## src/rtl/img_stream_src.sv

```systemverilog
// Streams one stored image, pixel by pixel, from a synchronous ROM onto a
// valid/ready pixel port with frame markers, abort and done/err status.
module img_stream_src #(
    parameter int DATA_W   = 8,
    parameter int IMG_W    = 28,
    parameter int IMG_H    = 28,
    parameter int NUM_IMGS = 4,
    parameter int SEL_W    = 2,
    parameter int ADDR_W   = 12,
    parameter int GAP_W    = 4
) (
    input  logic              clk,
    input  logic              rst_n,
    input  logic              start,
    input  logic [SEL_W-1:0]  img_sel,
    input  logic [GAP_W-1:0]  gap,
    input  logic              abort,
    output logic              rom_en,
    output logic [ADDR_W-1:0] rom_addr,
    input  logic [DATA_W-1:0] rom_dout,
    output logic [DATA_W-1:0] pix_dout,
    output logic              pix_vld,
    input  logic              pix_rdy,
    output logic              sof,
    output logic              eol,
    output logic              eof,
    output logic              busy,
    output logic              done,
    output logic              err,
    output logic [2:0]        state_dbg
);
    localparam logic [2:0] S_IDLE  = 3'd0;
    localparam logic [2:0] S_FETCH = 3'd1;
    localparam logic [2:0] S_WAIT  = 3'd2;
    localparam logic [2:0] S_OUT   = 3'd3;
    localparam logic [2:0] S_GAP   = 3'd4;

    localparam int COL_W = (IMG_W > 1) ? $clog2(IMG_W) : 1;
    localparam int ROW_W = (IMG_H > 1) ? $clog2(IMG_H) : 1;
    localparam logic [COL_W-1:0] COL_LAST = COL_W'(IMG_W - 1);
    localparam logic [ROW_W-1:0] ROW_LAST = ROW_W'(IMG_H - 1);

    logic [2:0]        state;
    logic [COL_W-1:0]  col;
    logic [ROW_W-1:0]  row;
    logic [GAP_W-1:0]  gap_q;
    logic [GAP_W-1:0]  gap_cnt;
    logic [ADDR_W-1:0] base;
    logic              sel_ok;
    logic              last_pix;

    assign state_dbg = state;
    assign sel_ok    = 32'(img_sel) < 32'(NUM_IMGS);
    assign last_pix  = (row == ROW_LAST) && (col == COL_LAST);

    // Image base is a mux of constants, so the address path needs no multiplier.
    always_comb begin
        base = '0;
        for (int i = 0; i < NUM_IMGS; i++) begin
            if (32'(img_sel) == 32'(i)) base = ADDR_W'(i * IMG_W * IMG_H);
        end
    end

    // Pixel port: a pixel transfers on a rising edge where pix_vld && pix_rdy;
    // once pix_vld is raised, pix_dout and the flags stay put until that edge.
    always_ff @(posedge clk or negedge rst_n) begin
        if (!rst_n) begin
            state    <= S_IDLE;
            row      <= '0;
            col      <= '0;
            gap_q    <= '0;
            gap_cnt  <= '0;
            rom_en   <= 1'b0;
            rom_addr <= '0;
            pix_dout <= '0;
            pix_vld  <= 1'b0;
            sof      <= 1'b0;
            eol      <= 1'b0;
            eof      <= 1'b0;
            busy     <= 1'b0;
            done     <= 1'b0;
            err      <= 1'b0;
        end else begin
            done   <= 1'b0;
            err    <= 1'b0;
            rom_en <= 1'b0;
            if (abort) begin
                state   <= S_IDLE;
                pix_vld <= 1'b0;
                sof     <= 1'b0;
                eol     <= 1'b0;
                eof     <= 1'b0;
                busy    <= 1'b0;
            end else begin
                case (state)
                    S_IDLE: begin
                        if (start) begin
                            if (sel_ok) begin
                                gap_q    <= gap;
                                rom_addr <= base;
                                row      <= '0;
                                col      <= '0;
                                busy     <= 1'b1;
                                rom_en   <= 1'b1;
                                state    <= S_FETCH;
                            end else begin
                                err <= 1'b1;
                            end
                        end
                    end
                    S_FETCH: state <= S_WAIT;
                    S_WAIT: begin
                        pix_dout <= rom_dout;
                        pix_vld  <= 1'b1;
                        sof      <= (row == '0) && (col == '0);
                        eol      <= (col == COL_LAST);
                        eof      <= last_pix;
                        state    <= S_OUT;
                    end
                    S_OUT: begin
                        if (pix_rdy) begin
                            pix_vld <= 1'b0;
                            sof     <= 1'b0;
                            eol     <= 1'b0;
                            eof     <= 1'b0;
                            if (last_pix) begin
                                busy  <= 1'b0;
                                done  <= 1'b1;
                                state <= S_IDLE;
                            end else begin
                                rom_addr <= rom_addr + 1'b1;
                                if (col == COL_LAST) begin
                                    col <= '0;
                                    row <= row + 1'b1;
                                end else begin
                                    col <= col + 1'b1;
                                end
                                if (gap_q != '0) begin
                                    gap_cnt <= gap_q - 1'b1;
                                    state   <= S_GAP;
                                end else begin
                                    rom_en <= 1'b1;
                                    state  <= S_FETCH;
                                end
                            end
                        end
                    end
                    S_GAP: begin
                        if (gap_cnt == '0) begin
                            rom_en <= 1'b1;
                            state  <= S_FETCH;
                        end else begin
                            gap_cnt <= gap_cnt - 1'b1;
                        end
                    end
                    default: state <= S_IDLE;
                endcase
            end
        end
    end
endmodule

```

## config.mk

```make
export PLATFORM = sky130hd
export DESIGN_NAME = img_stream_src
export DESIGN_NICKNAME = d
export VERILOG_FILES = /design/src/rtl/img_stream_src.sv
export SDC_FILE = /design/constraint.sdc
export NUM_CORES = 1
export LEC_CHECK = 0
export ABC_AREA = 1
export CAP_MARGIN = 15
export CORE_MARGIN = 5
export CORE_UTILIZATION = 49
export CTS_BUF_LIST = sky130_fd_sc_hd__clkbuf_4
export DETAILED_ROUTE_END_ITERATION = 8
export GPL_TIMING_DRIVEN = 1
export PLACE_DENSITY = 0.78
export SLEW_MARGIN = 5
export SYNTH_ARGS = -nofsm -noshare
export SYNTH_HDL_FRONTEND = slang
export SYNTH_SLANG_ARGS = --single-unit
```

## constraint.sdc

```tcl
create_clock -name clk -period 1.4 [get_ports clk]
set_input_delay 0.28 -clock clk [delete_from_list [all_inputs] [get_ports clk]]
set_output_delay 0.28 -clock clk [all_outputs]
set_load 0.02 [all_outputs]
```

Word level (Yosys, flattened, before mapping)
Cells that the tools add are included.
{"block": "totals", "latch_bits": 0, "in_bits": 19, "mem_bits_ro": 0, "output_inout_bits": 31, "memories": 0, "mem_bits_rw": 0, "wordCells": 111, "reg_bits": 48}
{"block": "classes", "n_addsub": 5, "eq_ne": 19, "n_mux": 53, "multipliers": 0, "n_lt_le_gt_ge": 0, "bitwise": 1, "n_shift": 0, "n_reduce_logical": 19, "div_mod_pow": 0}
{"operator": "12-bit two-way mux", "count": 4}
{"operator": "5-bit two-way mux", "count": 7}
{"operator": "12-bit one-hot mux with 2 select lines", "count": 1}
{"operator": "5-bit one-hot mux with 2 select lines", "count": 2}
{"operator": "1-bit two-way mux", "count": 19}
{"operator": "3-bit two-way mux", "count": 6}
{"operator": "4-bit two-way mux", "count": 4}
{"operator": "3-bit one-hot mux with 5 select lines", "count": 1}
{"operator": "12-bit by 1-bit adder with 12-bit output, second input constant", "count": 1}
{"operator": "2-bit inequality test, second input constant", "count": 6}
{"operator": "3-bit inequality test, second input constant", "count": 4}
{"operator": "6-bit AND reduction", "count": 2}
{"operator": "11-bit two-way mux", "count": 1}
{"operator": "5-bit by 1-bit adder with 5-bit output, second input constant", "count": 2}
{"operator": "5-bit equality test, second input constant", "count": 2}
{"operator": "5-bit logical NOT", "count": 2}
{"operator": "10-bit two-way mux", "count": 1}
{"operator": "1-bit one-hot mux with 2 select lines", "count": 5}
{"operator": "4-bit one-hot mux with 2 select lines", "count": 1}
{"operator": "4-bit by 1-bit subtractor with 4-bit output, second input constant", "count": 2}
{"operator": "3-bit by 2-bit equality test with 1-bit output, second input constant", "count": 2}
{"operator": "3-bit AND reduction", "count": 2}
{"operator": "3-bit nonzero test", "count": 2}
{"operator": "5-bit AND reduction", "count": 1}
{"operator": "other kinds (13)", "count": 17}

Longest topological paths before layout
Gate-level depths: netlist of the first run.
{"block": "depth", "depth_word": 6, "mapped_depth": 10, "ltp_nobuf": 9}

Worst setup path before layout of the first run
Ideal clock, no wire load.
{"block": "synth_path", "path_kind": "reg-to-reg", "startpoint": "reg state[0], in the netlist state_dbg[0]", "endpoint": "reg gap_cnt[2]", "n_path_buf": 0, "t_arrival_ps": 1431, "stages_incl_launch_ff": 9, "t_required_ps": 1273, "slack_ps": -157, "path_cell_list": "dfrtp_1 > nor2_4 > nand2_1 > nand2_1 > nand2_1 > ha_1 > xnor2_1 > nand2_1 > o21ai_0"}
{"block": "synth_between", "elab_chain_cells": 3, "word_cells_on_any_way": 9}
{"item": "start: declaration", "line_no": "43", "source": "logic [2:0] state;"}
{"item": "start signal: assignment", "line_no": "68", "source": "state <= S_IDLE;"}
{"item": "start signal: assignment", "line_no": "88", "source": "state <= S_IDLE;"}
{"item": "start signal: assignment", "line_no": "105", "source": "state <= S_FETCH;"}
{"item": "3-bit equality test / 3-bit by 2-bit equality test with 1-bit output (equally long branches)", "line_no": "95", "source": "case (state)"}
{"item": "2-bit inequality test (no source line) / 2-bit nonzero test (equally long branches)"}
{"item": "6-bit AND reduction (no source line)"}
{"item": "end signal: assignment", "line_no": "139", "source": "gap_cnt <= gap_q - 1'b1;"}
{"item": "end signal: assignment", "line_no": "153", "source": "gap_cnt <= gap_cnt - 1'b1;"}
{"item": "end: declaration", "line_no": "47", "source": "logic [GAP_W-1:0] gap_cnt;"}
Several ways; a longest one is shown, not always the timed one.
A chain may end at the register's enable or synchronous reset.

Final worst setup path of the first run
{"block": "layout_path", "startpoint": "reg col[0]", "endpoint": "reg rom_addr[0]"}
{"block": "layout_between", "elab_chain_cells": 4}
{"item": "start: declaration", "line_no": "44", "source": "logic [COL_W-1:0] col;"}
{"item": "start signal: assignment", "line_no": "136", "source": "col <= col + 1'b1;"}
{"item": "5-bit equality test", "line_no": "54", "source": "assign last_pix = (row == ROW_LAST) && (col == COL_LAST);"}
{"item": "1-bit logical AND", "line_no": "54"}
{"item": "2-bit inequality test (no source line)"}
{"item": "5-bit AND reduction (no source line)"}
{"item": "end signal: assignment", "line_no": "100", "source": "rom_addr <= base;"}
{"item": "end signal: assignment", "line_no": "131", "source": "rom_addr <= rom_addr + 1'b1;"}
{"item": "end: declaration", "line_no": "19", "source": "output logic [ADDR_W-1:0] rom_addr,"}
No other way between the ends.

==> results.py, run 1 <==
metrics = {
    "sta": {
        "hold_viol_final": 0,
        "slew_violations": 0,
        "finalSetupViolCount": 36,
        "timing.hold.ws_ns": 0.326,
        "max_clock_freq_ghz": 0.599,
        "timing.final.crit_share": 1.19,
        "fin_crit_ns": 1.67,
        "clock_skew_ns": 0.0117,
        "rsz0062_at_grt": "true",
        "setup_ws_ns": -0.269,
    },
    "place": {
        "place.port_buffers": 48,
        "dpl.hpwl_um": 5490,
        "gp_congestion": 0.884,
        "dp_slack_ns": -0.296,
        "dp_cells": 539,
    },
    "die": {
        "chipWidth_um": 85.3,
        "num_rows": 27,
        "dieArea_mm2": 0.00727,
        "start_util": 0.504,
        "io_pins": 50,
        "dieHeight_um": 85.3,
        "fp.coreArea_mm2": 0.00551,
    },
    "critical_path": {
        "cp.required_ns": 1.69,
        "cp-end-kind": "flip-flop",
        "worstSetupPathType": "flip-flop to flip-flop",
        "arrival_ns": 1.96,
        "cp_slowest_cell": "dfrtp_1",
        "cpPeakStageDelay_ns": 0.44,
        "crit_chain": "ha_4 -> nand2_4 -> nor2_4 -> nand3_2 -> nand2_2 -> nor2_4 -> buf_6 -> buf_6 -> nand3_1 -> o21ai_1",
        "startpoint": "col[0]$_DFFE_PN0P_",
        "path_max_fanout": 9,
        "crit_path_start_kind": "flip-flop",
        "rr_startpoint": "col[0]$_DFFE_PN0P_",
    },
    "detailed_routing": {
        "antenna_left": 0,
        "vias_per_cell": 5.27,
        "drc": 0,
        "vias": 2991,
        "routed_wl_um": 9040,
        "drt_iter0_drc": 223,
        "first_pass_iters": 5,
        "wl_per_cell_um": 15.9,
    },
    "clock_network": {
        "worstSkewPairLatency_ns": 0.36,
        "cts_tree": "done",
        "cts_inserted_buffers": 5,
        "cts-htree-levels": 2,
        "ctsRootBufferMaster": "clkbuf_4",
        "cts.path.max_buffers": 2,
        "clk_pin_slew_ns": 0.14,
        "cts.sink_count": 48,
    },
    "synthesis": {
        "async_flop_share": 1.00,
        "synth_nets": 394,
        "yosysSeqAreaShare": 0.432,
        "synth_top_cell_area_share": 0.432,
        "synth_area_per_cell_um2": 7.59,
        "synth_ff_type": "dfrtp_1",
        "ys_warn_count": 0,
        "synthCells": 366,
        "ys_seq_elements": 48,
        "synth.area.top_cells": "dfrtp_1 (43%), nand2_1 (19%), nand3_1 (6.1%), inv_1 (4.3%), ha_1 (4.1%)",
        "synth_cell_types": 32,
        "synth_edf_count": 0,
        "synth_area_mm2": 0.00278,
        "synth_top_area_cell": "dfrtp_1",
    },
    "grt": {
        "grt_overflow_total": 0,
        "grt_max_degree": 39,
        "grt_first_pass_wirelength_um": 13700,
        "antenna_found_initial": 0,
        "first_global_vias": 2991,
        "track_usage": 0.231,
    },
    "layout": {
        "finalNonFillerCells": 568,
        "final_common_cell": "nand2_1",
        "utilization": 0.787,
        "antennaDiodeCount": 0,
        "final_net_count": 523,
        "area_growth_pct": 56.0,
        "drive_above_1_share": 0.387,
        "final_cell_mix": "nand2_1 (113), buf_4 (62), dfrtp_1 (43)",
    },
    "pwr": {
        "powerDensity_mw_per_mm2": 1620,
        "vdd.ir_drop.worst_uv": 903,
        "p_leak_nw": 2.22,
    },
    "status": {
        "violations": "setup timing",
        "outcome": "finished, violations left",
    },
    "flow_run": {
        "max_cap_violations": 0,
    },
    "min_path": {
        "hold_path.class": "input port to async pin",
    },
}
power by group:
group	leakage (nW)	internal (mW)	switching [mW]	total (mW)
Combinational	1.56	1.90	2.32	4.23
Clock	0.0338	0.233	0.448	0.682
Sequential	0.626	1.79	0.328	2.11
cell usage after synthesis (2+ instances only):
| cell | n |
|---|---|
| xor2_1 | 6 |
| o21ai_2 | 6 |
| or2_2 | 2 |
| nand4_1 | 5 |
| xnor2_1 | 2 |
| nand2_2 | 3 |
| nor2_1 | 26 |
| inv_2 | 3 |
| nand2_1 | 139 |
| buf_6 | 2 |
| nor3_1 | 6 |
| nand3_2 | 7 |
| buf_2 | 3 |
| nor2_2 | 3 |
| a21oi_1 | 2 |
| dfrtp_1 | 48 |
| buf_4 | 2 |
| o21ai_0 | 14 |
| ha_1 | 9 |
| clkinv_1 | 2 |
| nand3_1 | 34 |
| inv_1 | 32 |
path summary, 6_finish.rpt:
| path | to | slack, ns | cells past startpoint |
|---|---|---|---|
| max | rom_addr[0]$_DFFE_PN0P_ | -0.27 | 10 |
| min | busy$_DFFE_PN0P_ | 0.33 | 2 |
| max reg2reg | rom_addr[0]$_DFFE_PN0P_ | -0.27 | 10 |
| min reg2reg | pix_dout[2]$_DFFE_PN0P_ | 0.50 | 2 |
| max in group asynchronous | row[4]$_DFFE_PN0P_ | 0.55 | 3 |
| min in group clk | pix_dout[4]$_DFFE_PN0P_ | 0.43 | 3 |
worst max-delay path, delay by kind of cell, from the launching register on:
kind | cells | cell delay, ns
AND/OR/NAND/NOR | 6 | 0.57
flip-flops | 1 | 0.44
buffers and inverters | 2 | 0.27
adder cells (fa/ha/maj) | 1 | 0.19
AO/OA/AOI/OAI | 1 | 0.12
flip-flops by register name (all words and copies together) (netlist names), 3 cells and up:
name and cells:
rom_addr 12, pix_dout 8, gap_q 4, row 5
col 5, gap_cnt 4, state_dbg 3
routing by layer:
layer | GRT usage | part of all wire | wire, um
met1 | 0.280 | 0.40 | 3610
met2 | 0.408 | 0.53 | 4760
met3 | 0.0340 | 0.047 | 424
met4 | 0.0935 | 0.027 | 242
met5 | 0 | 0 | 0
cell families (layout without fill, tap and decap cells):
kind of cell,after synthesis,in the layout,share of synthesized area
compound gates,25,25,0.0554
xor+xnor,8,8,0.0252
fa+ha+maj,9,9,0.0405
buf+inv,46,175,0.0775
flops,48,48,0.432
other cells,1,1,0.00135
simple gates,229,230,0.368
cell type report:
cell class | instances | area, um^2
Clock inverter | 1 | 3.75
Clock buffer | 7 | 52.6
Multi-Input combinational cell | 273 | 1670
Sequential cell | 48 | 1210
Fill cell | 338 | 1170
Timing Repair Buffer | 129 | 1150
Tap cell | 72 | 90.1
Inverter | 37 | 150
Timing Repair inverter | 1 | 7.51
through the flow:
step | power (mW) | setup TNS, ns | cell area [um^2]
final | 7.02 | -5.79 | 4330
after global routing | 7.44 | -8.75 | 4330
after CTS | 6.37 | -4.82 | 4120
after detailed placement | 5.28 | -8.39 | 3800
after global placement | 5.17 | -7.17 | 3800
after floorplan | 3.92 | -0.750 | 2840
timing repair:
action                     CTS  global route
resized for setup          103            66
gates cloned                 2             1
hold endpoints to repair    10             0
setup endpoints to repair   65            60
pin swaps                   20            22
setup buffers               10            10
hold buffers                 1             0
(Power assumes the default switching activity.)
==> run 2: changes to the inputs <==
CORE_MARGIN = 8   (was 5)
==> run 2 against run 1 <==
- the flow still finishes with violations (setup timing)
- via count is 2.7% higher
- count of clock-buffer cells in the layout is 1 lower
- first-iteration DRC count shrank 29%
- cell area increased by 1.6%
- combinational power up 3%
- largest cell class unchanged
==> results.py, run 2 (synthesis gave the netlist of run 1 again) <==
metrics = {
    "layout": {
        "final_common_cell": "nand2_1",
        "final_cell_mix": "nand2_1 (112), buf_4 (59), dfrtp_1 (45)",
        "utilization": 0.800,
        "antennaDiodeCount": 0,
        "max_flop_register": "rom_addr",
        "final_net_count": 525,
        "fin_area_mm2": 0.00440,
        "drive_above_1_share": 0.410,
        "largest_reg_flops": 12,
        "area_growth_pct": 58.5,
        "reg_top3": "rom_addr: 12 flops, pix_dout: 8 flops",
        "fillers": 301,
    },
    "grt": {
        "grt_max_degree": 49,
        "grt_first_pass_wirelength_um": 15300,
        "first_global_vias": 3199,
        "track_usage": 0.223,
        "antenna_found_initial": 0,
        "grt_overflow_total": 0,
    },
    "clock_network": {
        "cts_inserted_buffers": 5,
        "cts-htree-levels": 2,
        "worstSkewPairLatency_ns": 0.37,
        "clk_pin_slew_ns": 0.15,
        "ctsRootBufferMaster": "clkbuf_4",
        "cts_tree": "done",
        "cts.path.max_buffers": 2,
        "cts.sink_count": 48,
    },
    "critical_path": {
        "r2r_slack_ns": -0.27,
        "crit_path_start_kind": "flip-flop",
        "startpoint": "state_dbg[0]$_DFFE_PN0P_",
        "worstReg2RegEnd": "rom_addr[6]$_DFFE_PN0P_",
        "arrival_ns": 1.98,
        "path_max_fanout": 7,
        "rr_startpoint": "state_dbg[0]$_DFFE_PN0P_",
        "cp-endpoint": "rom_addr[6]$_DFFE_PN0P_",
        "cp.required_ns": 1.71,
        "cp-end-kind": "flip-flop",
        "r2r_cells": 9,
        "worstSetupPathType": "flip-flop to flip-flop",
    },
    "status": {
        "violations": "setup timing",
        "outcome": "finished, violations left",
    },
    "detailed_routing": {
        "drc": 0,
        "antenna_left": 0,
        "drt_iter0_drc": 158,
        "routed_wl_um": 9980,
        "first_pass_iters": 5,
        "vias_per_cell": 5.39,
        "wl_per_cell_um": 17.5,
        "vias": 3072,
    },
    "sta": {
        "setup_ws_ns": -0.273,
        "slew_violations": 0,
        "hold_viol_final": 0,
        "finalSetupViolCount": 38,
        "max_clock_freq_ghz": 0.598,
        "fin_crit_ns": 1.67,
        "rsz0062_at_grt": "true",
        "clock_skew_ns": 0.0208,
        "timing.final.crit_share": 1.20,
    },
    "place": {
        "gp_congestion": 0.854,
        "dp_slack_ns": -0.278,
        "place.port_buffers": 48,
        "placedInstanceArea_mm2": 0.00382,
        "dpl.hpwl_um": 5660,
    },
    "die": {
        "dieHeight_um": 91.3,
        "fp.coreArea_mm2": 0.00551,
        "start_util": 0.504,
        "dieArea_mm2": 0.00833,
        "io_pins": 50,
        "chipWidth_um": 91.3,
        "num_rows": 27,
    },
    "pwr": {
        "p_leak_nw": 2.23,
        "powerDensity_mw_per_mm2": 1660,
        "vdd.ir_drop.worst_uv": 1040,
    },
    "flow_run": {
        "max_cap_violations": 0,
    },
    "min_path": {
        "hold_path.class": "input port to async pin",
    },
}
-- run 2: cell types whose count changed in the layout (fill, tap and decap cells not counted), sizes merged --
cell and change:
bufinv +1, clkbuf +1, clkinvlp -2, dlygate4sd2 -9
buf +7, clkinv +1, clkdlybuf4s15 +3
-- run 2: power breakdown --
part           total [mW]  internal (mW)  switching (mW)
clock network       0.852          0.395           0.458
logic                4.34           1.87            2.47
registers            2.13           1.78           0.343
total                7.32           4.05            3.27
-- run 2: what timing repair did --
| item | CTS | global route |
|---|---|---|
| endpoints found under the hold margin | 48 | 0 |
| setup buffers | 12 | 10 |
| gates resized for setup | 142 | 60 |
| cloned | 3 | 0 |
| setup endpoints to repair | 66 | 65 |
| pin swaps | 27 | 18 |
| hold buffers | 1 | 0 |
-- run 2: worst min path at each step --
| stage | from | end | slack, ns |
|---|---|---|---|
| final | rst_n | gap_q[2]$_DFFE_PN0P_ | 0.40 |
| after detailed placement | rst_n | gap_q[1]$_DFFE_PN0P_ | 0.29 |
| after CTS | rst_n | gap_q[2]$_DFFE_PN0P_ | 0.42 |
| after floorplan | rst_n | busy$_DFFE_PN0P_ | -0.02 |
| after global routing | rom_dout[2] | pix_dout[2]$_DFFE_PN0P_ | 0.43 |
| after global placement | rst_n | gap_q[2]$_DFFE_PN0P_ | 0.29 |
-- run 2: stage by stage --
| stage | TNS (ns) | cells | hold WS (ns) | power, mW |
|---|---|---|---|---|
| after floorplan | -0.750 | 366 | -0.0156 | 3.92 |
| after global routing | -9.77 | 570 | 0.429 | 7.72 |
| after global placement | -6.58 | 539 | 0.286 | 5.21 |
| final | -7.31 | 570 | 0.397 | 7.32 |
| after CTS | -3.04 | 562 | 0.416 | 6.76 |
| after detailed placement | -8.10 | 539 | 0.286 | 5.32 |
-- run 2: critical path: stages, from the launching register on --
cell and delay, ns:
dfrtp_2 0.48, nor2_4 0.23, inv_2 0.09, nand2_4 0.08, nand3_4 0.10, nor2_4 0.21, buf_6 0.16, buf_8 0.13
nand3_2 0.06, nand2_1 0.06
-- run 2: layout make-up --
cell class                 count  area [um^2]  share of cell area
inverter                      37          151              0.0344
multi-input combinational    273         1730               0.392
clock buffer                   6         45.0              0.0102
clock inverter                 2         35.0             0.00796
timing repair buffer         132         1150               0.261
sequential                    48         1200               0.274
tap                           72         90.1              0.0205
-- run 2: per-layer routing --
layer	vias up	wire, um	GRT usage
li1	1416	-	-
met1	1471	3680	0.250
met2	138	5260	0.400
met3	47	535	0.0403
met4	0	508	0.0996
met5	-	0	0
==> run 3: changes to the inputs <==
HOLD_SLACK_MARGIN = 0.12   (was default)
==> results of run 3 <==
The final DEF is identical to that of run 2; final timing and power are the same.
==> edit (flow settings as in run 2) <==
Put one more register stage on the output `err`, with the module's reset. The value now appears one clock later. The other outputs are not delayed to match.
--- a/src/rtl/img_stream_src.sv
+++ b/src/rtl/img_stream_src.sv
@@ -41,4 +41,6 @@
     localparam logic [ROW_W-1:0] ROW_LAST = ROW_W'(IMG_H - 1);
 
+    logic err_s0;
+
     logic [2:0]        state;
     logic [COL_W-1:0]  col;
@@ -80,8 +82,8 @@
             busy     <= 1'b0;
             done     <= 1'b0;
-            err      <= 1'b0;
+            err_s0   <= 1'b0;
         end else begin
             done   <= 1'b0;
-            err    <= 1'b0;
+            err_s0 <= 1'b0;
             rom_en <= 1'b0;
             if (abort) begin
@@ -105,5 +107,5 @@
                                 state    <= S_FETCH;
                             end else begin
-                                err <= 1'b1;
+                                err_s0 <= 1'b1;
                             end
                         end
@@ -159,4 +161,12 @@
         end
     end
+    always_ff @(posedge clk or negedge rst_n) begin
+        if (!rst_n) begin
+            err <= '0;
+        end else begin
+            err <= err_s0;
+        end
+    end
+
 endmodule
 
Behaviour: unchanged (Yosys induction, for registers that start in step).
==> edit against run 2 <==
  * The run still ends with setup timing left
  * Wire length down 13%
  * Setup slack better by 0.12 ns
  * Area after synthesis down 0.95%
  * Power down 19%
  * Sequential power down 4%
  * Sequential cell count unchanged
  * First-iteration DRC count up 72%
  * Clock skew down 0.0037 ns
  * Sequential share of layout area up 1.0 points
  * Synthesized cell count up 4.6%
  * Final area down 3.4%
  * Highest routed layer unchanged
==> edit: results (changes against run 2) <==
stage;metric;value;unit;change
global_routing;pin count of the biggest net entering global routing;22;;was 49
placed_design;routability cong.;0.850;;was 0.854
power_and_ir_drop;power in the clock group;850;µW;was 852 µW
critical_path;CP arrival;1.81;ns;was 1.98 ns
power_and_ir_drop;Leakage;2.17;nW;was 2.23 nW
yosys;Cells after Synth;383;;was 366
yosys;post-synthesis net count;411;;was 394
yosys;XOR/XNOR share of the synthesized area;2.86;%;was 2.52%
critical_path;FF-to-FF path depth;10;;was 9
power_and_ir_drop;Pint;3.46;mW;was 4.05 mW
outcome;failing checks;setup timing;;unchanged
global_routing;GRT Util Overall;19.4;%;was 22.3%
timing;Fin Clk Skew;0.0170;ns;was 0.0208 ns
detailed_routing;WL per Instance;15.0;µm;was 17.5 µm
yosys;Synth area leaders;dfrtp_1 44%, nand2_1 20%, nand3_1 8.0%, inv_1 5.5%, nor2_1 4.6%;;was dfrtp_1 43%, nand2_1 19%, nand3_1 6.1%, inv_1 4.3%, ha_1 4.1%
yosys;Commonest cells post-synth;148 x nand2_1, 48 x dfrtp_1, 44 x nand3_1;;was 139 x nand2_1, 48 x dfrtp_1, 34 x nand3_1
timing;Final setup viols;34;;was 38
outcome;status;complete, but fails checks;;unchanged
cts;CTS resizes;105;;was 142
critical_path;RR Endpoint;col[3];;was rom_addr[6]
critical_path;critical path's slowest cell;dfrtp_1;;was dfrtp_2
timing;post-route setup slack;-0.155;ns;was -0.273 ns
yosys;Synth Area in Compound Gates;3.82;%;was 5.54%
yosys;adder-cell share of the synthesized area;4.09;%;was 4.05%
critical_path;crit-path max FO;4;;was 7
yosys;library cells used by synthesis;26;;was 32
-- edit: cell count changes in the layout (fill, tap and decap cells not counted), sizes merged, moves of 2 or more --
| cell | delta |
|---|---|
| inv | +6 |
| nand3 | +4 |
| clkbuf | -4 |
| a21oi | +3 |
| o21ai | -4 |
| nor2 | +7 |
| buf | -12 |
| or2 | -2 |
| nand2 | +5 |
| dlygate4sd2 | +6 |
-- edit: through the flow --
stage	instance area, µm²	setup WS, ns	setup TNS (ns)	hold WS, ns
after floorplan	2800	-0.0589	-0.687	-0.0156
after global placement	3800	-0.223	-7.93	0.284
after detailed placement	3800	-0.259	-8.81	0.290
after CTS	4110	-0.131	-2.06	0.421
after global routing	4250	-0.204	-5.58	0.439
final	4250	-0.155	-3.19	0.405
-- edit: how the worst max path moves through the flow --
| stage | startpoint | end | slack [ns] | depth (start not counted) |
|---|---|---|---|---|
| after floorplan | col[1] | rom_addr[5] | -0.06 | 10 |
| after global routing | row[0] | col[2] | -0.20 | 10 |
| after CTS | col[1] | col[3] | -0.13 | 10 |
| after detailed placement | pix_rdy | rom_addr[5] | -0.26 | 8 |
| final | row[0] | col[3] | -0.16 | 10 |
| after global placement | pix_rdy | row[0] | -0.22 | 8 |
-- edit: per-layer routing --
layer / global-route usage [%] / vias up / wire [µm]
li1: - / 1443 / -
met1: 22.1 / 1430 / 3390
met4: 6.28 / 0 / 260
met3: 3.70 / 33 / 488
met2: 35.6 / 105 / 4540
met5: 0 / - / 0
-- edit: cell type report --
cell class	instances	area [µm²]
inverter	42	163
clock buffer	6	45.0
timing repair buffer	123	1090
clock inverter	2	35.0
sequential	48	1210
multi-input combinational	284	1620
fill	340	1220
tap	72	90.1
